**src/rtl/aoi_sweep_if.sv**
```systemverilog
// Handshake/result bundle between an AOI sweep engine and its consumer.
// The tally signal exists only when AOI_SWEEP_TALLY_EN is defined.
interface aoi_sweep_if #(
  parameter int N_IN = 4
);
  logic              start;
  logic              hold;
  logic [N_IN-1:0]   vec_out;
  logic [N_IN/2-1:0] and_out;
  logic              aoi_out;
  logic              valid;
  logic              busy;
  logic              done;
`ifdef AOI_SWEEP_TALLY_EN
  logic [N_IN:0]     tally;
`endif

  modport master (
    output start, hold,
    input  vec_out, and_out, aoi_out, valid, busy, done
`ifdef AOI_SWEEP_TALLY_EN
    , input tally
`endif
  );

  modport slave (
    input  start, hold,
    output vec_out, and_out, aoi_out, valid, busy, done
`ifdef AOI_SWEEP_TALLY_EN
    , output tally
`endif
  );
endinterface

```
**src/rtl/aoi_sweep_engine.sv**
```systemverilog
// Self-running exhaustive sweep of N_IN-bit vectors through a pairwise AND-OR-INVERT.
// Define AOI_SWEEP_TALLY_EN to build the count of vectors whose AOI result is 1.
module aoi_sweep_engine #(
  parameter int N_IN        = 4,
  parameter int STEP_CYCLES = 1
) (
  input  logic        clk,
  input  logic        rst,
  aoi_sweep_if.slave  bus
);

  typedef enum logic [1:0] {
    S_IDLE = 2'd0,
    S_RUN  = 2'd1,
    S_DONE = 2'd2
  } state_t;

  localparam int              CNT_W      = (STEP_CYCLES > 1) ? $clog2(STEP_CYCLES) : 1;
  localparam logic [CNT_W-1:0] DWELL_LAST = CNT_W'(STEP_CYCLES - 1);
  localparam logic [N_IN-1:0]  VEC_LAST   = '1;

  state_t            state_q, state_d;
  logic [CNT_W-1:0]  dwell_q, dwell_d;
  logic [N_IN-1:0]   vec_q, vec_d;
  logic [N_IN/2-1:0] and_q, and_d;
  logic              aoi_q, aoi_d;
  logic              valid_q, valid_d;
  logic              busy_q, busy_d;
  logic              done_q, done_d;
`ifdef AOI_SWEEP_TALLY_EN
  logic [N_IN:0]     tally_q, tally_d;
`endif

  logic              start_acc;
  logic              dwell_end;
  logic              last_vec;
  logic [N_IN-1:0]   vec_next;
  logic [N_IN/2-1:0] and_next;
  logic              aoi_next;

  assign start_acc = (state_q == S_IDLE) && bus.start;
  assign dwell_end = (state_q == S_RUN) && !bus.hold && (dwell_q == DWELL_LAST);
  assign last_vec  = (vec_q == VEC_LAST);

  // Candidate vector for the next load and its AOI terms, so results register with it.
  assign vec_next = start_acc ? '0 : vec_q + N_IN'(1);

  generate
    for (genvar gi = 0; gi < N_IN / 2; gi++) begin : g_pair
      assign and_next[gi] = vec_next[2*gi] & vec_next[2*gi+1];
    end
  endgenerate

  assign aoi_next = ~|and_next;

  always_ff @(posedge clk) begin
    if (rst) begin
      state_q <= S_IDLE;
    end else begin
      state_q <= state_d;
    end
  end

  always_comb begin
    state_d = state_q;
    unique case (state_q)
      S_IDLE:  if (bus.start) state_d = S_RUN;
      S_RUN:   if (dwell_end && last_vec) state_d = S_DONE;
      S_DONE:  state_d = S_IDLE;
      default: state_d = S_IDLE;
    endcase
  end

  always_comb begin
    dwell_d = dwell_q;
    vec_d   = vec_q;
    and_d   = and_q;
    aoi_d   = aoi_q;
    valid_d = 1'b0;
    busy_d  = busy_q;
    done_d  = 1'b0;
    unique case (state_q)
      S_IDLE: begin
        if (bus.start) begin
          dwell_d = '0;
          vec_d   = vec_next;
          valid_d = 1'b1;
          busy_d  = 1'b1;
        end
      end
      S_RUN: begin
        // A held cycle changes nothing, so a due load simply waits for hold to drop.
        if (!bus.hold) begin
          if (dwell_q == DWELL_LAST) begin
            dwell_d = '0;
            if (last_vec) begin
              busy_d = 1'b0;
              done_d = 1'b1;
            end else begin
              vec_d   = vec_next;
              valid_d = 1'b1;
            end
          end else begin
            dwell_d = dwell_q + CNT_W'(1);
          end
        end
      end
      default: ;
    endcase
    if (valid_d) begin
      and_d = and_next;
      aoi_d = aoi_next;
    end
  end

`ifdef AOI_SWEEP_TALLY_EN
  // valid_d marks exactly one load per vector, so each vector counts at most once.
  always_comb begin
    tally_d = tally_q;
    if (start_acc) begin
      tally_d    = '0;
      tally_d[0] = aoi_next;
    end else if (valid_d && aoi_next) begin
      tally_d = tally_q + (N_IN + 1)'(1);
    end
  end

  always_ff @(posedge clk) begin
    if (rst) begin
      tally_q <= '0;
    end else begin
      tally_q <= tally_d;
    end
  end

  assign bus.tally = tally_q;
`endif

  always_ff @(posedge clk) begin
    if (rst) begin
      dwell_q <= '0;
      vec_q   <= '0;
      and_q   <= '0;
      aoi_q   <= 1'b0;
      valid_q <= 1'b0;
      busy_q  <= 1'b0;
      done_q  <= 1'b0;
    end else begin
      dwell_q <= dwell_d;
      vec_q   <= vec_d;
      and_q   <= and_d;
      aoi_q   <= aoi_d;
      valid_q <= valid_d;
      busy_q  <= busy_d;
      done_q  <= done_d;
    end
  end

  assign bus.vec_out = vec_q;
  assign bus.and_out = and_q;
  assign bus.aoi_out = aoi_q;
  assign bus.valid   = valid_q;
  assign bus.busy    = busy_q;
  assign bus.done    = done_q;

endmodule

```
**src/flat_wrapper.sv**
```systemverilog
// flat-port wrapper written by rule: the top's interface ports become plain ports
module aoi_sweep_engine_flat 
#(
  parameter int N_IN        = 4,
  parameter int STEP_CYCLES = 1
)
  (clk, rst, bus_start, bus_hold, bus_vec_out, bus_and_out, bus_aoi_out, bus_valid, bus_busy, bus_done);
  aoi_sweep_if #(.N_IN(N_IN)) bus_i ();
  input  logic clk;
  input  logic rst;
  input wire logic [$bits(bus_i.start)-1:0] bus_start;
  input wire logic [$bits(bus_i.hold)-1:0] bus_hold;
  output wire logic [$bits(bus_i.vec_out)-1:0] bus_vec_out;
  output wire logic [$bits(bus_i.and_out)-1:0] bus_and_out;
  output wire logic [$bits(bus_i.aoi_out)-1:0] bus_aoi_out;
  output wire logic [$bits(bus_i.valid)-1:0] bus_valid;
  output wire logic [$bits(bus_i.busy)-1:0] bus_busy;
  output wire logic [$bits(bus_i.done)-1:0] bus_done;
  assign bus_i.start = bus_start;
  assign bus_i.hold = bus_hold;
  assign bus_vec_out = bus_i.vec_out;
  assign bus_and_out = bus_i.and_out;
  assign bus_aoi_out = bus_i.aoi_out;
  assign bus_valid = bus_i.valid;
  assign bus_busy = bus_i.busy;
  assign bus_done = bus_i.done;
  aoi_sweep_engine #(.N_IN(N_IN), .STEP_CYCLES(STEP_CYCLES)) u_core (.clk(clk), .rst(rst), .bus(bus_i));
endmodule
```
**config.mk**
```make
export PLATFORM = sky130hd
export DESIGN_NAME = aoi_sweep_engine_flat
export DESIGN_NICKNAME = d
export VERILOG_FILES = /design/src/rtl/aoi_sweep_if.sv /design/src/rtl/aoi_sweep_engine.sv /design/src/flat_wrapper.sv
export SDC_FILE = /design/constraint.sdc
export NUM_CORES = 1
export LEC_CHECK = 0
export CAP_MARGIN = 20
export CELL_PAD_IN_SITES_DETAIL_PLACEMENT = 1
export CELL_PAD_IN_SITES_GLOBAL_PLACEMENT = 2
export CORE_MARGIN = 2
export CORE_UTILIZATION = 36
export CTS_BUF_LIST = sky130_fd_sc_hd__clkbuf_2 sky130_fd_sc_hd__clkbuf_4 sky130_fd_sc_hd__clkbuf_8
export DETAILED_ROUTE_END_ITERATION = 8
export DONT_BUFFER_PORTS = 1
export PLACE_DENSITY_LB_ADDON = 0.1
export SYNTH_ARGS = -nofsm -noshare
export SYNTH_HDL_FRONTEND = slang
export SYNTH_SLANG_ARGS = --single-unit
```
**constraint.sdc**
```tcl
create_clock -name clk -period 1.48 [get_ports clk]
set_input_delay 0.296 -clock clk [delete_from_list [all_inputs] [get_ports clk]]
set_output_delay 0.296 -clock clk [all_outputs]
set_load 0.02 [all_outputs]
```
==> flow_summary.json, run 1 <==
{
  "status": "complete, no violations",
  "holdWs_ps": 89.6,
  "relSlewSlack_pct": 77.7,
  "die_y_um": 42.4,
  "cts_hold_buf": 0,
  "slew_violations": 0,
  "worstPathArrival_ps": 1530,
  "p_per_area_nw_per_um2": 1000,
  "core_um2": 1330,
  "dp_hpwl_um": 889,
  "syn-num-nets": 65,
  "dp.cells": 77,
  "end_kind": "flop",
  "drtIter0Drc": 3,
  "crit_type": "flop to flop",
  "grt_pass1_wl_um": 1850,
  "synth_area_per_cell_um2": 8.86,
  "synth.largest_area_cell": "dfxtp_1",
  "multi_input_area_um2": 284,
  "fin_util_pct": 44.7,
  "peakVddDrop_mv": 0.366,
  "routed_wl_um": 1120,
  "row_count": 13,
  "hp-class": "input pin to flop",
  "wl_per_cell_um": 14.0,
  "initial_utilization_pct": 39.9,
  "h-tree-depth": 1,
  "area_delta_synth_final_pct": 12.0,
  "finalSetupTns_ps": 0,
  "cpPeakStageDelay_ps": 320,
  "grt_setup_unrepaired": "no",
  "die_x_um": 42.4,
  "port_buffers": 0,
  "grt.overflow.total": 0,
  "diodes": 0,
  "grt_pass1_vias": 406,
  "cp_num_buf_inv": 0,
  "die-area_um2": 1800,
  "num-fill-cells": 173,
  "crit_family": "simple AND/OR/NAND/NOR gates",
  "cp_slowest_cell": "dfxtp_1",
  "ys_seq_elements": 12,
  "maxCapViolations": 0,
  "cts.clk_slew.worst_paths_ps": 70,
  "seq_area_um2": 240,
  "ys_types": 24,
  "synth.yosys.seq_area_share_pct": 45.2,
  "layout_commonest_cell": "dfxtp_1",
  "layout_common_cells": "12 x dfxtp_1, 9 x nor2_1, 7 x nand2_1, 7 x a21oi_1, 4 x buf_4",
  "cp_max_fo": 4,
  "synth_top_area_share_pct": 45.2,
  "viasPerCell": 5.44,
  "fmax_ghz": 0.733,
  "fin_worst_skew_ps": 0.616,
  "nNetsFinal": 72,
  "post_cts_buffers": 0,
  "crit_chain": "ha_1 -> nand2b_1 -> nor3b_2 -> a211oi_1 -> o21a_1",
  "fin_crit_ps": 1360,
  "cts_resized": 0,
  "antenna_found_initial": 0,
  "cts_inserted_buffers": 3,
  "drt_pre_antenna_iters": 2,
  "setup_viol": 0,
  "min_period_over_period_pct": 92.2,
  "pin_count": 14,
  "antenna_left": 0,
  "p_total_mw": 0.598,
  "grt_max_degree": 8,
  "required_ps": 1640,
  "cts_sinks": 12,
  "cts-root-buf": "clkbuf_4",
  "syn_inst": 60,
  "cts_max_path_buffers": 2,
  "ys_warn_count": 0,
  "vias": 435,
  "tightest_slew_ps": 334,
  "gp_congestion": 0.728,
  "synthTopCellsByArea": "dfxtp_1 45%, a21oi_1 6.6%, nor2_1 6.4%, nand2_1 4.9%, nand2b_1 3.5%",
  "drive_gt1_share_pct": 20.0,
  "cts_tree": "done",
  "drc": 0,
  "worst_setup_path_start_kind": "flop",
  "netlist_area_um2": 532,
  "grt.total_usage_pct": 14.2,
  "worstSkewPairLatency_ps": 270,
  "hold_viol": 0,
  "fin_cells": 80,
  "p_leak_nw": 0.222
}
[per-stage QoR]
step	area (um2)	worst slack, ps
after floorplan	532	46.1
after global placement	568	182
after detailed placement	568	61.3
after CTS	591	49.0
after global routing	596	33.9
final	596	116
[layer usage]
layer	GRT usage, %	vias up	wire length, um
met5	0	-	0
met4	9.38	0	29
met3	5.60	4	58
met2	20.9	9	518
met1	16.7	210	515
li1	-	212	-
[path summary, 6_finish.rpt]
check,start,end,slack (ps),depth (start not counted)
setup reg to reg,u_core.bus.vec_out[0]$_SDFFE_PP0P_,u_core.bus.aoi_out$_SDFFE_PP0P_,120,5
setup / recovery,u_core.bus.vec_out[0]$_SDFFE_PP0P_,u_core.bus.aoi_out$_SDFFE_PP0P_,120,5
hold reg to reg,u_core.bus.and_out[0]$_SDFFE_PP0P_,u_core.bus.and_out[0]$_SDFFE_PP0P_,560,2
hold / removal,rst,u_core.state_q[1]$_SDFFE_PP0P_,90,1
[where the power goes]
part           internal, mW  leakage [nW]  switching, mW
clock network        0.0940        0.0138          0.104
logic                0.0212         0.110         0.0267
registers             0.335        0.0979         0.0177
[state kept, by name (all words and copies together), names as in the netlist]
name,cells
u_core.bus.valid,1
u_core.bus.busy,1
u_core.bus.and_out,2
u_core.state_q,2
u_core.bus.done,1
u_core.bus.vec_out,4
u_core.bus.aoi_out,1
[logic make-up after synthesis]
family,share of synthesized area (%)
compound gates,13.6
mux,1.88
fa+ha+maj,2.35
buf+inv,2.35
xor+xnor,3.29
simple gates,31.3
flops,45.2
[cell usage after synthesis]
cell type  count
or2_2          1
o21ai_1        1
xnor2_1        1
nand3_1        2
buf_4          1
ha_1           1
nor2_1         9
and2b_2        1
nand3_2        1
a211oi_1       1
nor2b_1        1
buf_2          1
o21ai_0        1
dfxtp_1       12
nand2_1        7
o21a_1         1
xor2_1         1
nor3b_4        1
a211oi_2       1
nor3b_1        2
nand2b_1       3
and2_1         2
mux2i_1        1
a21oi_1        7
[cell type report]
cell class / count / area share, %
Clock buffer: 3 / 3.78
Sequential cell: 12 / 40.3
Tap cell: 15 / 3.15
Multi-Input combinational cell: 46 / 47.7
Timing Repair Buffer: 4 / 5.04
Power figures use the tool's default switching activity.
==> inputs of run 2 (changes only) <==
--- a/config.mk
+++ b/config.mk
@@ -14,6 +14,7 @@
 export DETAILED_ROUTE_END_ITERATION = 8
 export DONT_BUFFER_PORTS = 1
 export PLACE_DENSITY_LB_ADDON = 0.1
+export SLEW_MARGIN = 5
 export SYNTH_ARGS = -nofsm -noshare
 export SYNTH_HDL_FRONTEND = slang
 export SYNTH_SLANG_ARGS = --single-unit
==> results of run 2 <==
Same layout as run 1: the final DEF is identical, and so are final timing and power.
==> patch 1 (flow settings as in run 2) <==
Encoding of `state_t`: now one-hot (3 bits for 3 states).
--- a/src/rtl/aoi_sweep_engine.sv
+++ b/src/rtl/aoi_sweep_engine.sv
@@ -9,10 +9,10 @@
   aoi_sweep_if.slave  bus
 );
 
-  typedef enum logic [1:0] {
-    S_IDLE = 2'd0,
-    S_RUN  = 2'd1,
-    S_DONE = 2'd2
+  typedef enum logic [2:0] {
+    S_IDLE = 3'b001,
+    S_RUN  = 3'b010,
+    S_DONE = 3'b100
   } state_t;
 
   localparam int              CNT_W      = (STEP_CYCLES > 1) ? $clog2(STEP_CYCLES) : 1;
Check against the original RTL: same outputs for any inputs over 10 cycles, from zero or initial values and one cycle with rst high; not proved beyond that.
==> patch 1 against run 2 <==
Wire length increased by 34%; final cell count grew 14%; sequential cell count up 1; clock power up 22%; final area up 20%; core utilization increased by 3.2 points; synthesized area up 6.4%; maximum frequency is 3.4% lower; non-clock buffer count rose by 8; worst setup slack worse by 0.049 ns; total power rose by 12%.
==> patch 1: results (changes against run 2) <==
The flow ran to the end, and the final reports show no timing, DRC or antenna violations. Sum of net half-perimeters after detailed placement: 1150 um (+30%). The net count after synthesis came out at 66 (+1.5%).

The maximum number of pins on one net before global-route repair was 11 (+3). The complex-gate fraction of the synthesized area is 24.3% (+11 points). The cell area after placement was 659 um^2 (+16%); the worst setup timing slack at the placement stage was -0.0528 ns (-0.114 ns).

The non-clock inverter instance count of the final layout is 1 (+1), and the wire length per cell is 16.5 um (+18%). The instance count after placement with tap cells included was 86 (+12%); the arrival time of the worst setup path was 1.63 ns (+0.10 ns). Detailed-route vias per instance: 5.81 (+6.9%). The actual slew at the worst max-slew pin is 0.348 ns (+0.0146 ns), and the fraction of met3 tracks used by global routing is 5.83% (+0.23 points). The logs give 544 (+34%) for the via count of the first global-routing pass and 61 (+1.7%) for the cell count after synthesis. The combinational group share of total power was 7.5% (-0.5 points); the non-clock buffer contribution to total cell area was 12.7% (+7.6 points). The power per cell area is 938 nW/um^2 (-6.5%), and the number of DRC markers in iteration 0 is 8 (+5).

For the setup clock skew after layout, the log shows 0.00250 ns (+0.00188 ns). The tools report the multi-input logic area as 304 um^2 (+7.0%). The run gives 30.0% (+9.1 points) as the global-route met2 utilization. The run gives 81 (+13%) as the net count reported at finish. The worst register-to-register path begins at u_core.state_q[2]. The fraction of power consumed by the clock network is 36.0% (+2.9 points), and the share of cells above drive strength 1 is 29.3% (+9.3 points). The clock insertion delay at the later pin of the skew report came out at 0.27 ns (about the same).

The tools report the number of distinct library cells after synthesis as 29 (+21%). Yosys attributes the largest share of cell area to dfxtp_1 (46%), a21oi_1 (7.1%), o21ai_0 (4.4%). The total length of routed met2 wires came out at 760 um (+47%). The run gives 1500 um (+34%) as the routed wire length.

The total routing resource utilization after global routing was 18.7% (+4.6 points); the global-route met1 utilization was 22.6% (+5.9 points). The maximum VDD drop is 482 uV (+32%), and the share of the synthesized netlist area taken by xor and xnor gates is 0% (-3.3 points). The net switching fraction of the power is 23.6% (-1.1 points), and the register fraction of the total cell area is 37.1% (-3.3 points). The logs give 2590 um (+40%) for the wire length of the first global-routing pass and 2 (+2) for the post-CTS resize count. The maximum net fanout on the critical path is 6 (+2), and the total of plain and repair buffers excluding clock buffers is 12 (+8). The portion of netlist area occupied by mux cells is 0% (-1.9 points), and the core box area is 1490 um^2 (+12%). The flop and latch count out of synthesis works out to 13 (+1). For the remaining global-route overflow, the log shows 0 (unchanged). The count of fill cells added during filler insertion came out at 187 (+8.1%).

Clock tree cell share of total cell area: 4.22% (+0.44 points). The logs give 48 um (-17%) for the met3 wire length and 683 um (+33%) for the met1 wire length. The logs give 0.262 nW (+18%) for the static power due to leakage and 45 (-2.2%) for the multi-input combinational cell count. Routability-driven placement congestion ratio: 0.739 (+1.6%). Ranked by instance count, the synthesized netlist is headed by dfxtp_1 (13), a21oi_1 (8), o21ai_0 (5), nand3_1 (4), nor3_1 (4). The tools report the first-pass detailed-route iteration total as 4 (+2).

The run gives 46.0% (+0.84 points) as the fraction of the yosys area taken by sequential cells. The run gives 4 (+1) as the number of clock-tree buffers in the layout.
## patch 1: cell types whose count changed in the layout (fill, tap and decap cells not counted), sizes merged, moves of 2 or more
| cell | change |
|---|---|
| nor3b | -2 |
| o21ai | +3 |
| o31ai | +2 |
| nand2b | -2 |
| buf | +8 |
| nand2 | -6 |
| nor2 | -6 |
| and2 | -2 |
| nor3 | +4 |
## patch 1: worst paths after layout
kind | end | slack, ns | cells after the start
setup / recovery | u_core.bus.vec_out[3] | 0.07 | 3
hold / removal | u_core.state_q[1] | 0.07 | 1
setup reg to reg | u_core.bus.vec_out[3] | 0.07 | 3
hold reg to reg | u_core.bus.vec_out[3] | 0.56 | 2
## patch 1: cells by family after synthesis
kind of cell	after synthesis
compound gates	22
fa+ha+maj	1
buf+inv	3
flops	13
simple gates	22
## patch 1: worst max-delay path, stage by stage (launching register included)
cell,delay [ns]
dfxtp_1,0.32
or4b_4,0.56
or3_1,0.36
a21oi_1,0.11
==> patch 2 (config.mk and constraints of run 2) <==
Without the edit above. `N_IN` is set to 4 in 3 places; all go to 3.
--- a/src/rtl/aoi_sweep_if.sv
+++ b/src/rtl/aoi_sweep_if.sv
@@ -1,7 +1,7 @@
 // Handshake/result bundle between an AOI sweep engine and its consumer.
 // The tally signal exists only when AOI_SWEEP_TALLY_EN is defined.
 interface aoi_sweep_if #(
-  parameter int N_IN = 4
+  parameter int N_IN = 3
 );
   logic              start;
   logic              hold;
--- a/src/rtl/aoi_sweep_engine.sv
+++ b/src/rtl/aoi_sweep_engine.sv
@@ -1,7 +1,7 @@
 // Self-running exhaustive sweep of N_IN-bit vectors through a pairwise AND-OR-INVERT.
 // Define AOI_SWEEP_TALLY_EN to build the count of vectors whose AOI result is 1.
 module aoi_sweep_engine #(
-  parameter int N_IN        = 4,
+  parameter int N_IN        = 3,
   parameter int STEP_CYCLES = 1
 ) (
   input  logic        clk,
--- a/src/flat_wrapper.sv
+++ b/src/flat_wrapper.sv
@@ -1,7 +1,7 @@
 // flat-port wrapper written by rule: the top's interface ports become plain ports
 module aoi_sweep_engine_flat 
 #(
-  parameter int N_IN        = 4,
+  parameter int N_IN        = 3,
   parameter int STEP_CYCLES = 1
 )
   (clk, rst, bus_start, bus_hold, bus_vec_out, bus_and_out, bus_aoi_out, bus_valid, bus_busy, bus_done);
Interface: changed (resized bus_and_out and bus_vec_out); port bits go from 14 to 12. The function was not compared with the original's and may differ.
==> patch 2 against run 2 <==
The run now ends with negative setup slack left; total power shrank 7.1%; critical endpoint is now u_core.bus.vec_out[1]; clock power rose by 7%; synthesized cell count fell by 37%; sequential share of layout area shrank 0.53 points; synthesized area decreased by 21%; clock skew rose by 0.0034 ns; worst setup slack got worse by 0.35 ns; count of clock-buffer cells in the layout rose by 1; via count is 29% lower; first-iteration DRC count is the same; critical path type unchanged; wire length shrank 26%; combinational power fell by 4%; sequential cell count fell by 2; final area decreased by 13%.
==> patch 2: results (changes against run 2) <==
The tools report the total number of vias as 307 (-29%). The number of distinct library cells after synthesis was 19 (-21%); the wire length per cell was 14.0 um (+0.15%). The checks that failed: negative setup slack. For the total routing resource utilization after global routing, the log shows 14.8% (+0.61 points). The net count reported at finish is 52 (-28%).

For the maximum number of pins on one net before global-route repair, the log shows 11 (+3). The run finished, with violations left. Ranked by total cell area, the synthesized netlist is headed by dfxtp_1 (48%), ha_1 (6.0%), a32o_1 (4.8%). The met3 wire length was 49 um (-16%). The actual slew at the worst max-slew pin was 0.257 ns (-0.0767 ns).

For the maximum VDD drop, the log shows 519 uV (+42%). The setup clock skew after layout came out at 0.00401 ns (+0.00340 ns). The tools report the master cell of the clock root buffer as clkbuf_4. The least setup slack across all paths after layout is -0.235 ns (-0.351 ns).

The total power after layout is 0.000555 W (-7.1%), and the final setup violation count is 6 (+6). The number of antenna violations at the first check in global routing is 0 (unchanged), and the first-pass detailed-route iteration total is 2 (unchanged). The internal power was 0.000424 W (-5.8%); the total length of routed met2 wires was 464 um (-10%). The tools report the net count after synthesis as 44 (-32%). The maximum net fanout on the critical path works out to 6 (+2). The via count of the first global-routing pass is 349 (-14%), and the fraction of met3 tracks used by global routing is 4.07% (-1.5 points). The share of cells above drive strength 1 is 42.2% (+22 points), and the wire length of the first global-routing pass is 1430 um (-23%). On the critical path, the stage with the largest delay is an instance of or4b_4. Largest incremental delay on the critical path: 0.52 ns (+0.20 ns). The logs give 679 um (-24%) for the sum of net half-perimeters after detailed placement and 0 (unchanged) for the number of warning messages in the yosys log. The logs give 1.87 ns (+0.34 ns) for the arrival time of the worst setup path and 0.672 (-7.7%) for the routability-driven placement congestion ratio. The count of input and output buffers was 0 (unchanged); the fraction of registers with async set or reset after synthesis was 0% (unchanged).

The number of flip-flops in the largest register was 3 (-1); the level count of the clock H-tree was 1 (unchanged). The share of the synthesized area in the top cell type was 47.8% (+2.6 points); the static power due to leakage was 0.206 nW (-7.4%). The run gives 308 um (-40%) as the met1 wire length. The global-route met1 utilization is 14.0% (-2.7 points), and the clock transition at the registers of the reported paths is 0.07 ns (about the same). The fraction of the yosys area taken by sequential cells came out at 47.8% (+2.6 points). Ranked by instance count, the synthesized netlist is headed by dfxtp_1 (10), nor2_1 (4), inv_1 (3), nor4_1 (3). The TritonCTS buffer count is 3 (unchanged). The run gives 26.7% (+5.8 points) as the global-route met2 utilization. For the combinational group share of total power, the log shows 8.3% (+0.3 points).

The sequential share of power was 53.5% (-5.4 points).
[patch 2: area by class of cell]
cell class,count,area [um^2]
clock buffer,4,30.0
fill,121,581
inverter,3,11.3
multi-input combinational,24,221
sequential,10,205
tap,14,17.5
timing repair buffer,4,30.0
[patch 2: metrics by stage]
stage / instances / TNS (ns) / util, % / instance area (um^2) / hold slack (ns)
after floorplan: 38 / -0.965 / - / 449 / 0.466
after global placement: 55 / -0.956 / 44.3 / 485 / 0.362
after detailed placement: 55 / -1.04 / 44.3 / 485 / 0.364
after CTS: 59 / -1.16 / 47.0 / 515 / 0.0838
after global routing: 59 / -1.36 / 47.0 / 515 / 0.0828
final: 59 / -1.08 / 47.0 / 515 / 0.0953
[patch 2: critical path, delay by kind of cell (launching register included)]
kind / cells / cell delay (ns)
adder cells (fa/ha/maj): 2 / 0.31
flip-flops: 1 / 0.35
AND/OR/NAND/NOR: 1 / 0.52
AO/OA/AOI/OAI: 2 / 0.43
[patch 2: kinds of logic (layout without fill, tap and decap cells)]
kind of cell / count (synthesis) / after routing / synth area share, %
adder cells (fa/ha/maj): 2 / 2 / 5.97
AND/OR/NAND/NOR: 13 / 13 / 20.6
flip-flops: 10 / 10 / 47.8
buffers and inverters: 4 / 11 / 5.37
AO/OA/AOI/OAI: 9 / 9 / 20.3
[patch 2: final timing paths]
kind / start / to / slack [ns] / cells after the start
worst max-delay path: u_core.bus.vec_out[0] / u_core.bus.vec_out[1] / -0.23 / 5
worst min-delay path: rst / u_core.bus.aoi_out / 0.1 / 1
worst max register to register: u_core.bus.vec_out[0] / u_core.bus.vec_out[1] / -0.23 / 5
worst min register to register: u_core.state_q[0] / u_core.state_q[0] / 0.52 / 2
[patch 2: repair_timing]
action                     CTS  global route
setup buffers                0             0
setup endpoints to repair    6             6
pin swaps                    0             1
hold buffers                 0             0
